==> src/rtl/pu_io_pkg.sv <==
// ---------------------------------------------------------------------------
// pu_io_pkg
// Shared types for the PU I/O request path.
//   io_req_t      : packed I/O request (atomic, aq, rl, funct5, wr, addr,
//                   wdata, tid, fid), MSB first in that order
//   IO_REQ_NBITS  : width of io_req_t
//   thr_idx_w()   : width of a thread index for a given thread count
// The address width comes from `PU_MEM_DEPTH_NBITS. A default of 16 is
// supplied when the surrounding build does not define it.
// ---------------------------------------------------------------------------
`ifndef PU_MEM_DEPTH_NBITS
`define PU_MEM_DEPTH_NBITS 16
`endif

package pu_io_pkg;

    localparam int IO_ADDR_NBITS = `PU_MEM_DEPTH_NBITS;
    localparam int IO_DATA_NBITS = 32;
    localparam int IO_TID_NBITS  = 4;
    localparam int IO_FID_NBITS  = 4;

    typedef struct packed {
        logic                     atomic;
        logic                     aq;
        logic                     rl;
        logic [4:0]               funct5;
        logic                     wr;
        logic [IO_ADDR_NBITS-1:0] addr;
        logic [IO_DATA_NBITS-1:0] wdata;
        logic [IO_TID_NBITS-1:0]  tid;
        logic [IO_FID_NBITS-1:0]  fid;
    } io_req_t;

    localparam int IO_REQ_NBITS = $bits(io_req_t);

    // A single-bit index is kept even for one or two threads so that
    // index ports never collapse to zero width.
    function automatic int thr_idx_w(input int n);
        return (n <= 2) ? 1 : $clog2(n);
    endfunction

endpackage

==> src/rtl/pu_io_fifo.sv <==
// ---------------------------------------------------------------------------
// pu_io_fifo
// Single-clock FIFO of io_req_t, DEPTH entries (power of 2, >= 2).
// Ports:
//   clk, rst_n  : clock, synchronous active-low reset
//   i_push      : write i_data (caller only pushes while o_ready is high)
//   i_data      : request to store
//   i_pop       : drop the head entry (ignored when empty)
//   o_data      : head entry, valid while !o_empty
//   o_empty     : FIFO holds no entries
//   o_ready     : registered "not full"; low during reset
// ---------------------------------------------------------------------------
module pu_io_fifo
    import pu_io_pkg::*;
#(
    parameter int DEPTH = 4
) (
    input  logic    clk,
    input  logic    rst_n,
    input  logic    i_push,
    input  io_req_t i_data,
    input  logic    i_pop,
    output io_req_t o_data,
    output logic    o_empty,
    output logic    o_ready
);

    localparam int PTR_W = (DEPTH <= 2) ? 1 : $clog2(DEPTH);

    io_req_t          r_mem [DEPTH];
    logic [PTR_W-1:0] r_wr_ptr;
    logic [PTR_W-1:0] r_rd_ptr;
    logic [PTR_W:0]   r_count;
    logic             r_ready;
    logic [PTR_W:0]   w_count_nxt;
    logic             w_do_pop;

    assign w_do_pop = i_pop & ~o_empty;
    assign o_empty  = (r_count == '0);
    assign o_data   = r_mem[r_rd_ptr];
    assign o_ready  = r_ready;

    always_comb begin
        w_count_nxt = r_count;
        if (i_push && !w_do_pop) begin
            w_count_nxt = r_count + (PTR_W+1)'(1);
        end else if (!i_push && w_do_pop) begin
            w_count_nxt = r_count - (PTR_W+1)'(1);
        end
    end

    // Pointers wrap naturally because DEPTH is a power of 2. Ready is
    // computed from the post-update occupancy, so a full FIFO that pops
    // this cycle only reopens on the following cycle.
    always_ff @(posedge clk) begin
        if (!rst_n) begin
            r_wr_ptr <= '0;
            r_rd_ptr <= '0;
            r_count  <= '0;
            r_ready  <= 1'b0;
        end else begin
            if (i_push) begin
                r_wr_ptr <= r_wr_ptr + PTR_W'(1);
            end
            if (w_do_pop) begin
                r_rd_ptr <= r_rd_ptr + PTR_W'(1);
            end
            r_count <= w_count_nxt;
            r_ready <= (w_count_nxt != (PTR_W+1)'(DEPTH));
        end
    end

    // Storage carries no reset; entries are only read once written.
    always_ff @(posedge clk) begin
        if (i_push) begin
            r_mem[r_wr_ptr] <= i_data;
        end
    end

endmodule

==> src/rtl/pu_io_order_arb.sv <==
// ---------------------------------------------------------------------------
// pu_io_order_arb
// Multi-thread PU I/O request arbiter. Each thread has a small FIFO; heads
// that satisfy ordering rules (aq blocking, atomic aq/rl drain, outstanding
// limit) compete round-robin for the shared memory port, one grant per
// cycle.
// Ports:
//   clk, rst_n             : clock, synchronous active-low reset
//   in_valid/in_ready      : per-thread push handshake (in_ready registered)
//   in_req                 : per-thread request
//   out_valid/out_ready    : memory-port handshake
//   out_req, out_thr       : granted request and its thread (0 when idle)
//   rsp_valid, rsp_thr     : one completion, in issue order per thread
//   outst_cnt              : 4 bits per thread, outstanding requests
//   err_rsp                : sticky, completion arrived with nothing open
//   stat_grant             : 16 bits per thread, saturating grant counts
// Build option: define PU_IO_ARB_STATS_EN to implement the grant counters;
// otherwise stat_grant is constant zero and no counter flops exist.
//
// Handshake: a transfer happens on any cycle where valid and ready are both
// high. Once out_valid is raised without out_ready, the granted thread and
// request are frozen (lock) until accepted; in_valid/in_ready follow the
// same rule per thread.
// ---------------------------------------------------------------------------
`ifndef PU_MEM_DEPTH_NBITS
`define PU_MEM_DEPTH_NBITS 16
`endif

module pu_io_order_arb
    import pu_io_pkg::*;
#(
    parameter int NUM_THREADS = 4,
    parameter int DEPTH       = 4,
    parameter int MAX_OUTST   = 4,
    parameter int ADDR_NBITS  = `PU_MEM_DEPTH_NBITS
) (
    input  logic                                clk,
    input  logic                                rst_n,
    input  logic [NUM_THREADS-1:0]              in_valid,
    output logic [NUM_THREADS-1:0]              in_ready,
    input  io_req_t [NUM_THREADS-1:0]           in_req,
    output logic                                out_valid,
    input  logic                                out_ready,
    output io_req_t                             out_req,
    output logic [thr_idx_w(NUM_THREADS)-1:0]   out_thr,
    input  logic                                rsp_valid,
    input  logic [thr_idx_w(NUM_THREADS)-1:0]   rsp_thr,
    output logic [4*NUM_THREADS-1:0]            outst_cnt,
    output logic                                err_rsp,
    output logic [16*NUM_THREADS-1:0]           stat_grant
);

    localparam int         THR_W       = thr_idx_w(NUM_THREADS);
    localparam logic [3:0] MAX_OUTST_C = 4'(MAX_OUTST);

    io_req_t                w_head [NUM_THREADS];
    logic [NUM_THREADS-1:0] w_empty;
    logic [NUM_THREADS-1:0] w_elig;
    logic [NUM_THREADS-1:0] w_pop;
    logic [NUM_THREADS-1:0] w_rsp_zero;

    logic                   w_rr_found;
    logic [THR_W-1:0]       w_rr_thr;
    int                     w_rr_idx;
    logic [THR_W-1:0]       w_gnt_thr;
    io_req_t                w_gnt_req;
    logic                   w_grant;

    logic                   r_lock;
    logic [THR_W-1:0]       r_lock_thr;
    logic [THR_W-1:0]       r_rr_ptr;
    logic                   r_err_rsp;

    // -----------------------------------------------------------------
    // Per-thread FIFO, outstanding count, aq block, optional stats
    // -----------------------------------------------------------------
    for (genvar t = 0; t < NUM_THREADS; t++) begin : g_thr
        logic [3:0] r_outst;
        logic       r_aq_blk;
        logic       w_push;
        logic       w_rsp_hit;
        logic       w_rsp_dec;

        assign w_push    = in_valid[t] & in_ready[t];
        assign w_rsp_hit = rsp_valid & (rsp_thr == THR_W'(t));
        assign w_rsp_dec = w_rsp_hit & (r_outst != 4'd0);
        assign w_rsp_zero[t] = w_rsp_hit & (r_outst == 4'd0);
        assign w_pop[t]  = w_grant & (w_gnt_thr == THR_W'(t));

        pu_io_fifo #(
            .DEPTH (DEPTH)
        ) u_fifo (
            .clk     (clk),
            .rst_n   (rst_n),
            .i_push  (w_push),
            .i_data  (in_req[t]),
            .i_pop   (w_pop[t]),
            .o_data  (w_head[t]),
            .o_empty (w_empty[t]),
            .o_ready (in_ready[t])
        );

        // An atomic with aq or rl must wait until everything earlier on
        // this thread has completed.
        assign w_elig[t] = ~w_empty[t] & ~r_aq_blk & (r_outst < MAX_OUTST_C)
                         & ~(w_head[t].atomic & (w_head[t].aq | w_head[t].rl)
                             & (r_outst != 4'd0));

        always_ff @(posedge clk) begin
            if (!rst_n) begin
                r_outst  <= 4'd0;
                r_aq_blk <= 1'b0;
            end else begin
                if (w_pop[t] && !w_rsp_dec) begin
                    r_outst <= r_outst + 4'd1;
                end else if (!w_pop[t] && w_rsp_dec) begin
                    r_outst <= r_outst - 4'd1;
                end
                // A new aq grant wins over a same-cycle completion.
                if (w_pop[t] && w_head[t].atomic && w_head[t].aq) begin
                    r_aq_blk <= 1'b1;
                end else if (w_rsp_hit) begin
                    r_aq_blk <= 1'b0;
                end
            end
        end

        assign outst_cnt[4*t +: 4] = r_outst;

`ifdef PU_IO_ARB_STATS_EN
        logic [15:0] r_stat_cnt;
        always_ff @(posedge clk) begin
            if (!rst_n) begin
                r_stat_cnt <= 16'h0;
            end else if (w_pop[t] && (r_stat_cnt != 16'hFFFF)) begin
                r_stat_cnt <= r_stat_cnt + 16'h1;
            end
        end
        assign stat_grant[16*t +: 16] = r_stat_cnt;
`else
        assign stat_grant[16*t +: 16] = 16'h0;
`endif
    end

    // -----------------------------------------------------------------
    // Round-robin pick starting at r_rr_ptr
    // -----------------------------------------------------------------
    always_comb begin
        w_rr_found = 1'b0;
        w_rr_thr   = '0;
        w_rr_idx   = 0;
        for (int i = 0; i < NUM_THREADS; i++) begin
            w_rr_idx = int'(r_rr_ptr) + i;
            if (w_rr_idx >= NUM_THREADS) begin
                w_rr_idx = w_rr_idx - NUM_THREADS;
            end
            if (!w_rr_found && w_elig[w_rr_idx[THR_W-1:0]]) begin
                w_rr_found = 1'b1;
                w_rr_thr   = w_rr_idx[THR_W-1:0];
            end
        end
    end

    // A locked thread keeps the port regardless of the round-robin view;
    // its head cannot change and only completions touch its eligibility,
    // which can only make it more eligible.
    assign w_gnt_thr = r_lock ? r_lock_thr : w_rr_thr;
    assign w_gnt_req = w_head[w_gnt_thr];
    assign out_valid = r_lock | w_rr_found;
    assign w_grant   = out_valid & out_ready;
    assign out_thr   = out_valid ? w_gnt_thr : '0;

    always_comb begin
        out_req = '0;
        if (out_valid) begin
            out_req      = w_gnt_req;
            out_req.addr = IO_ADDR_NBITS'(w_gnt_req.addr[ADDR_NBITS-1:0]);
        end
    end

    always_ff @(posedge clk) begin
        if (!rst_n) begin
            r_lock     <= 1'b0;
            r_lock_thr <= '0;
            r_rr_ptr   <= '0;
            r_err_rsp  <= 1'b0;
        end else begin
            if (out_valid && !out_ready) begin
                r_lock     <= 1'b1;
                r_lock_thr <= w_gnt_thr;
            end else if (w_grant) begin
                r_lock <= 1'b0;
            end
            if (w_grant) begin
                r_rr_ptr <= (w_gnt_thr == THR_W'(NUM_THREADS - 1)) ? '0
                                                                   : w_gnt_thr + THR_W'(1);
            end
            if (|w_rsp_zero) begin
                r_err_rsp <= 1'b1;
            end
        end
    end

    assign err_rsp = r_err_rsp;

endmodule
==> config.mk <==
export PLATFORM = sky130hd
export DESIGN_NAME = pu_io_order_arb
export DESIGN_NICKNAME = d
export VERILOG_FILES = /design/src/rtl/pu_io_pkg.sv /design/src/rtl/pu_io_fifo.sv /design/src/rtl/pu_io_order_arb.sv
export SDC_FILE = /design/constraint.sdc
export NUM_CORES = 1
export LEC_CHECK = 0
export ABC_AREA = 0
export CORE_UTILIZATION = 40
export DETAILED_ROUTE_END_ITERATION = 10
export PLACE_DENSITY = 0.57
export SYNTH_ARGS = -nofsm -noshare
export SYNTH_HDL_FRONTEND = slang
export SYNTH_SLANG_ARGS = --single-unit
==> constraint.sdc <==
create_clock -name clk -period 15.38 [get_ports clk]
set_input_delay 4.614 -clock clk [delete_from_list [all_inputs] [get_ports clk]]
set_output_delay 4.614 -clock clk [all_outputs]
set_load 0.01 [all_outputs]
======== Word level (Yosys, flattened, before mapping) ========
Memories as Yosys holds them, arrays and structs flattened. A register that Yosys moved wholly into a read port is not among the register bits.
Cells that the tools add are included.
storage, ports and cells
  register bits ........................... 58
  output and inout port bits .............. 153
  logic and storage cells ................. 291
  bits in writable memories ............... 1,040
  memories kept ........................... 4
  input port bits ......................... 270
memory list
  name                   words  width  rd ports  clocked after Yosys merged registers in  write ports  RTL line          source
  g_thr[0].u_fifo.r_mem  4      65     1         1                                        1            pu_io_fifo.sv:30  io_req_t r_mem [DEPTH];
  g_thr[1].u_fifo.r_mem  4      65     1         1                                        1            pu_io_fifo.sv:30
  g_thr[2].u_fifo.r_mem  4      65     1         1                                        1            pu_io_fifo.sv:30
  g_thr[3].u_fifo.r_mem  4      65     1         1                                        1            pu_io_fifo.sv:30
cells by class
  equality and inequality tests ........... 10
  reduce and logical (&&, ||, !) cells .... 72
  magnitude comparators ................... 13
  bitwise gates (word level) .............. 63
  multiplexer cells ....................... 69
  add/subtract/negate cells ............... 32
operators by type and width
  cell                 number
  $mux 65              3
  $bmux 65 s2          1
  $and 1x1->1          45
  $mux 2               19
  $mux 4               8
  $logic_and 1x1->1    28
  $mux 1               26
  $mux 3               8
  $logic_not 1->1      20
  $add 2x1->2 const B  9
  $reduce_bool 2->1    9
  $add 4x1->4 const B  4
  $logic_not 4->1      4
  $lt 4x3->1 const B   4
  $reduce_bool 4->1    4
  $sub 4x1->4 const B  4
  $add 3x1->3 const B  4
  $ge 3x3->1 const B   4
  $logic_not 3->1      4
  $lt 2x3->1 const B   4
  $ne 3x3->1 const B   4
  $not 1->1            12
  $sub 3x1->3 const B  4
  $bmux 1 s2           4
  other kinds (10)     23

======== Depth between registers and ports, before layout ========
  depth in word-level cells ............... 25
  gate-level depth with buffers ........... 23

======== By module ========
From an unflattened synthesis, not the netlist that was laid out.
second synthesis, totals
  cell total of the unflattened synthesis .. 2,259
  area total of the unflattened synthesis .. 44,933.1 µm²
modules (own cells, without submodules)
  module           area an instance (µm²)  instances  cells each  sequential area each (µm²)
  pu_io_fifo       9,947.0                 4          399         8,007.7
  pu_io_order_arb  5,144.9                 1          663         520.5

======== Worst setup path before layout ========
OpenSTA, ideal clock, no wires.
  path type ............................... register to output
  start ................................... reg (tool-made name)
  end ..................................... out out_req[27] (netlist name)
  data required time ...................... 10.766 ns
  buffers on the path ..................... 4
  arrival time ............................ 3.387 ns
  stages on the path, launching flop included .. 12
  setup slack ............................. 7.379 ns
  cells stage by stage .................... dfxtp_1 > buf_6 > mux4_2 > o211ai_2 > or3b_1 > buf_2 > a32o_1 > o31ai_1 > clkbuf_1 > buf_1 > mux2i_1 > o22ai_1
RTL lines
  item           RTL line               source
  end, declared  pu_io_order_arb.sv:44  output io_req_t out_req,

==> flow_metrics.tcl <==
set metrics [dict create \
    status "complete, no violations" \
    endpoint_kind "output port" \
    arrival_ns 6.61 \
    worst_pin_slew_ns 1.27 \
    synth_edf_count 1040 \
    final_area_mm2 0.0523 \
    crit_required_ns 10.77 \
    synth_top_area_share_pct 71.6 \
    finalSetupViolations 0 \
    avgSynthCellArea_um2 20.7 \
    vias 22032 \
    async_flop_share_pct 0 \
    slew_headroom_pct 14.8 \
    fp.dieH_um 332 \
    drt_pass1_iterations 5 \
    finalClockSkew_ns 0.0224 \
    met2_usage_pct 36.7 \
    ys_seq_elements 1106 \
    p_sw_share_pct 32.1 \
    synth_area_mm2 0.0436 \
    path_clk_slew_ns 0.06 \
    grt_use_met1_pct 27.5 \
    grt_remaining_overflow 0 \
    p_int_uw 6620 \
    share_seq_of_total_power_pct 37.5 \
    viasPerCell 5.49 \
    finalCriticalPeriod_ns 11.22 \
    pwr-share-comb_pct 35.1 \
    grt.busiest_layer "met2" \
    grt_max_degree 66 \
    drt_wl_total_um 117000 \
    drive_above_1_share_pct 18.7 \
    drt_iter0_drc 1804 \
    worstPathMaxFanout 51 \
    hold_buffers 0 \
    start_kind "register" \
    rows 120 \
    cts_buffers 116 \
    max_freq_ghz 0.0891 \
    syn_inst 2106 \
    tritoncts "done" \
    antenna_left 0 \
    io_buffers 358 \
    htree_levels 3 \
    clock_sinks 1106 \
    cts_resized 0 \
    yosysSeqAreaShare_pct 74.7 \
    leakage_uw 0.0168 \
    syn_to_final_growth_pct 19.9 \
    synth_warnings 0 \
    ys_top_cells_by_area "edfxtp_1 (72%), mux4_2 (13%), mux2i_1 (3.2%)" \
    cts_root_buffer "clkbuf_16" \
    grt_pass1_vias 22873 \
    synthFlopType "edfxtp_1" \
    worstSetupPathType "reg2out" \
    rsz0062_at_grt "no" \
    post-route-period-util_pct 73.0 \
    post-synth-top-area-cell "edfxtp_1" \
    core_region_area_mm2 0.108 \
    grt_antenna_before_repair 27 \
    peakVddDrop_mv 0.246 \
    holdCritPathClass "reg2reg" \
    track_usage_pct 21.3 \
    pin_count 423 \
    start_util_pct 40.6 \
    wl_per_cell_um 29.3 \
    nets 2826 \
    dp_hpwl_um 76300 \
    p_clk_share_pct 27.4 \
    powerDensity_mw_per_mm2 186 \
    setup_tns_ns 0 \
    route.detailed.drc 0 \
    synth.distinct_cells 63 \
    met3_usage_pct 4.63 \
    fin_util_pct 48.6 \
    clk_path_buf_depth 3 \
    hold_viol 0 \
    maxCapViolCount 0 \
    maxSlewViolCount 0 \
    placed_cell_area_mm2 0.0486 \
    die_w_um 332 \
    p_sw_uw 3130 \
    grt_pass1_wl_um 167000 \
    cts_setup_buffers 0 \
    dieArea_mm2 0.110 \
    finalWeightedCongestion 0.818 \
    clk_latency_ns 0.70 \
]
state kept, by name (all words and copies together), names as in the netlist, 2 cells and up, named ones only:
signal	count
g_thr.u_fifo.r_mem	1040
g_thr.r_outst	16
g_thr.u_fifo.r_count	12
g_thr.u_fifo.r_rd_ptr	8
g_thr.u_fifo.r_wr_ptr	8
g_thr.r_aq_blk	4
g_thr.u_fifo.o_ready	4
r_lock_thr	2
r_rr_ptr	2
cell type report:
cell class	count	area [um2]
Antenna cell	7	17.5
Clock buffer	147	3090
Clock inverter	63	514
Fill cell	8801	55200
Inverter	28	105
Multi-Input combinational cell	868	10400
Sequential cell	1106	32600
Tap cell	1403	1760
Timing Repair Buffer	388	3810
cells in the mapped netlist (4+ instances only):
| cell type | instances |
|---|---|
| o21ai_0 | 9 |
| nand2_1 | 36 |
| nand3_1 | 11 |
| buf_4 | 68 |
| a211oi_1 | 4 |
| and2_1 | 6 |
| mux2i_1 | 138 |
| clkbuf_1 | 68 |
| xor2_1 | 10 |
| or4_1 | 6 |
| nor2b_1 | 5 |
| o22ai_1 | 65 |
| mux4_2 | 260 |
| edfxtp_1 | 1040 |
| nor3_1 | 10 |
| a21o_1 | 6 |
| nor2_1 | 60 |
| nand4_1 | 4 |
| buf_1 | 17 |
| dfxtp_1 | 66 |
| fa_1 | 4 |
| or3_1 | 7 |
| xnor2_1 | 24 |
| a21oi_1 | 27 |
| and3_1 | 18 |
| buf_2 | 13 |
| ha_1 | 44 |
| a32oi_1 | 5 |
| inv_1 | 27 |
final timing paths:
kind	startpoint	endpoint	slack, ns	cells past startpoint
setup reg to reg	register	g_thr[3].r_outst[3]	8.62	21
hold reg to reg	err_rsp	err_rsp	0.48	2
setup / recovery	register	out_req[25]	4.16	12
hold / removal	err_rsp	err_rsp	0.48	2
cell families (layout without fill, tap and decap cells):
kind of cell    after synthesis  after routing  share of synthesized area (%)
simple gates                178            178                           2.01
flops                      1106           1106                           74.7
buf+inv                     195            626                           2.32
compound gates              142            142                           2.14
xor+xnor                     34             34                          0.683
fa+ha+maj                    49             49                           1.47
mux                         401            401                           16.7
other cells                   1             71                        0.00860
metal layers:
metal  routed length (um)  share of wire [%]
met1                47800                 41
met2                60200                 51
met3                 7460                6.4
met4                 1750                1.5
met5                  215               0.18
stage by stage:
| step | std cells | power, uW | setup slack [ns] | hold slack, ns |
|---|---|---|---|---|
| floorplan | 2169 | 5600 | 7.38 | 0.446 |
| global placement | 3793 | 7100 | 4.94 | 0.464 |
| detailed placement | 3793 | 7170 | 4.85 | 0.465 |
| CTS | 4003 | 9850 | 4.07 | 0.484 |
| global route | 4007 | 10100 | 3.81 | 0.523 |
| finish | 4010 | 9750 | 4.16 | 0.484 |
layout by cell type (no fill, tap or decap), types with 26 or more instances in the layout:
cell type        instances
a21oi_1                 26
buf_4                   30
clkbuf_1                27
clkbuf_16              119
clkdlybuf4s50_1        358
conb_1                  64
dfxtp_1                 58
edfxtp_1              1040
ha_1                    44
inv_1                   27
mux2i_1                138
mux4_2                 260
nand2_1                 35
nor2_1                  60
o22ai_1                 65
worst max-delay path, cell delays in order (launching register included):
cell and delay (ns):
dfxtp_4 0.52, buf_4 0.65, mux4_2 0.62, o211ai_2 0.19
or3b_1 0.47, a22oi_1 0.25, nor2_1 0.11, o31ai_4 0.41
buf_4 0.55, buf_4 0.79, mux2i_1 0.21, o22ai_1 0.31
clkdlybuf4s50_1 0.61
power groups by stage:
stage                     clock network, uW  logic (uW)  registers (uW)
after global routing                   2830        3620            3680
after global placement                    0        3390            3700
after detailed placement                  0        3450            3720
after CTS                              2730        3470            3660
final                                  2670        3420            3650
after floorplan                           0        1930            3670
No activity file was read; power rests on OpenSTA's default activity.
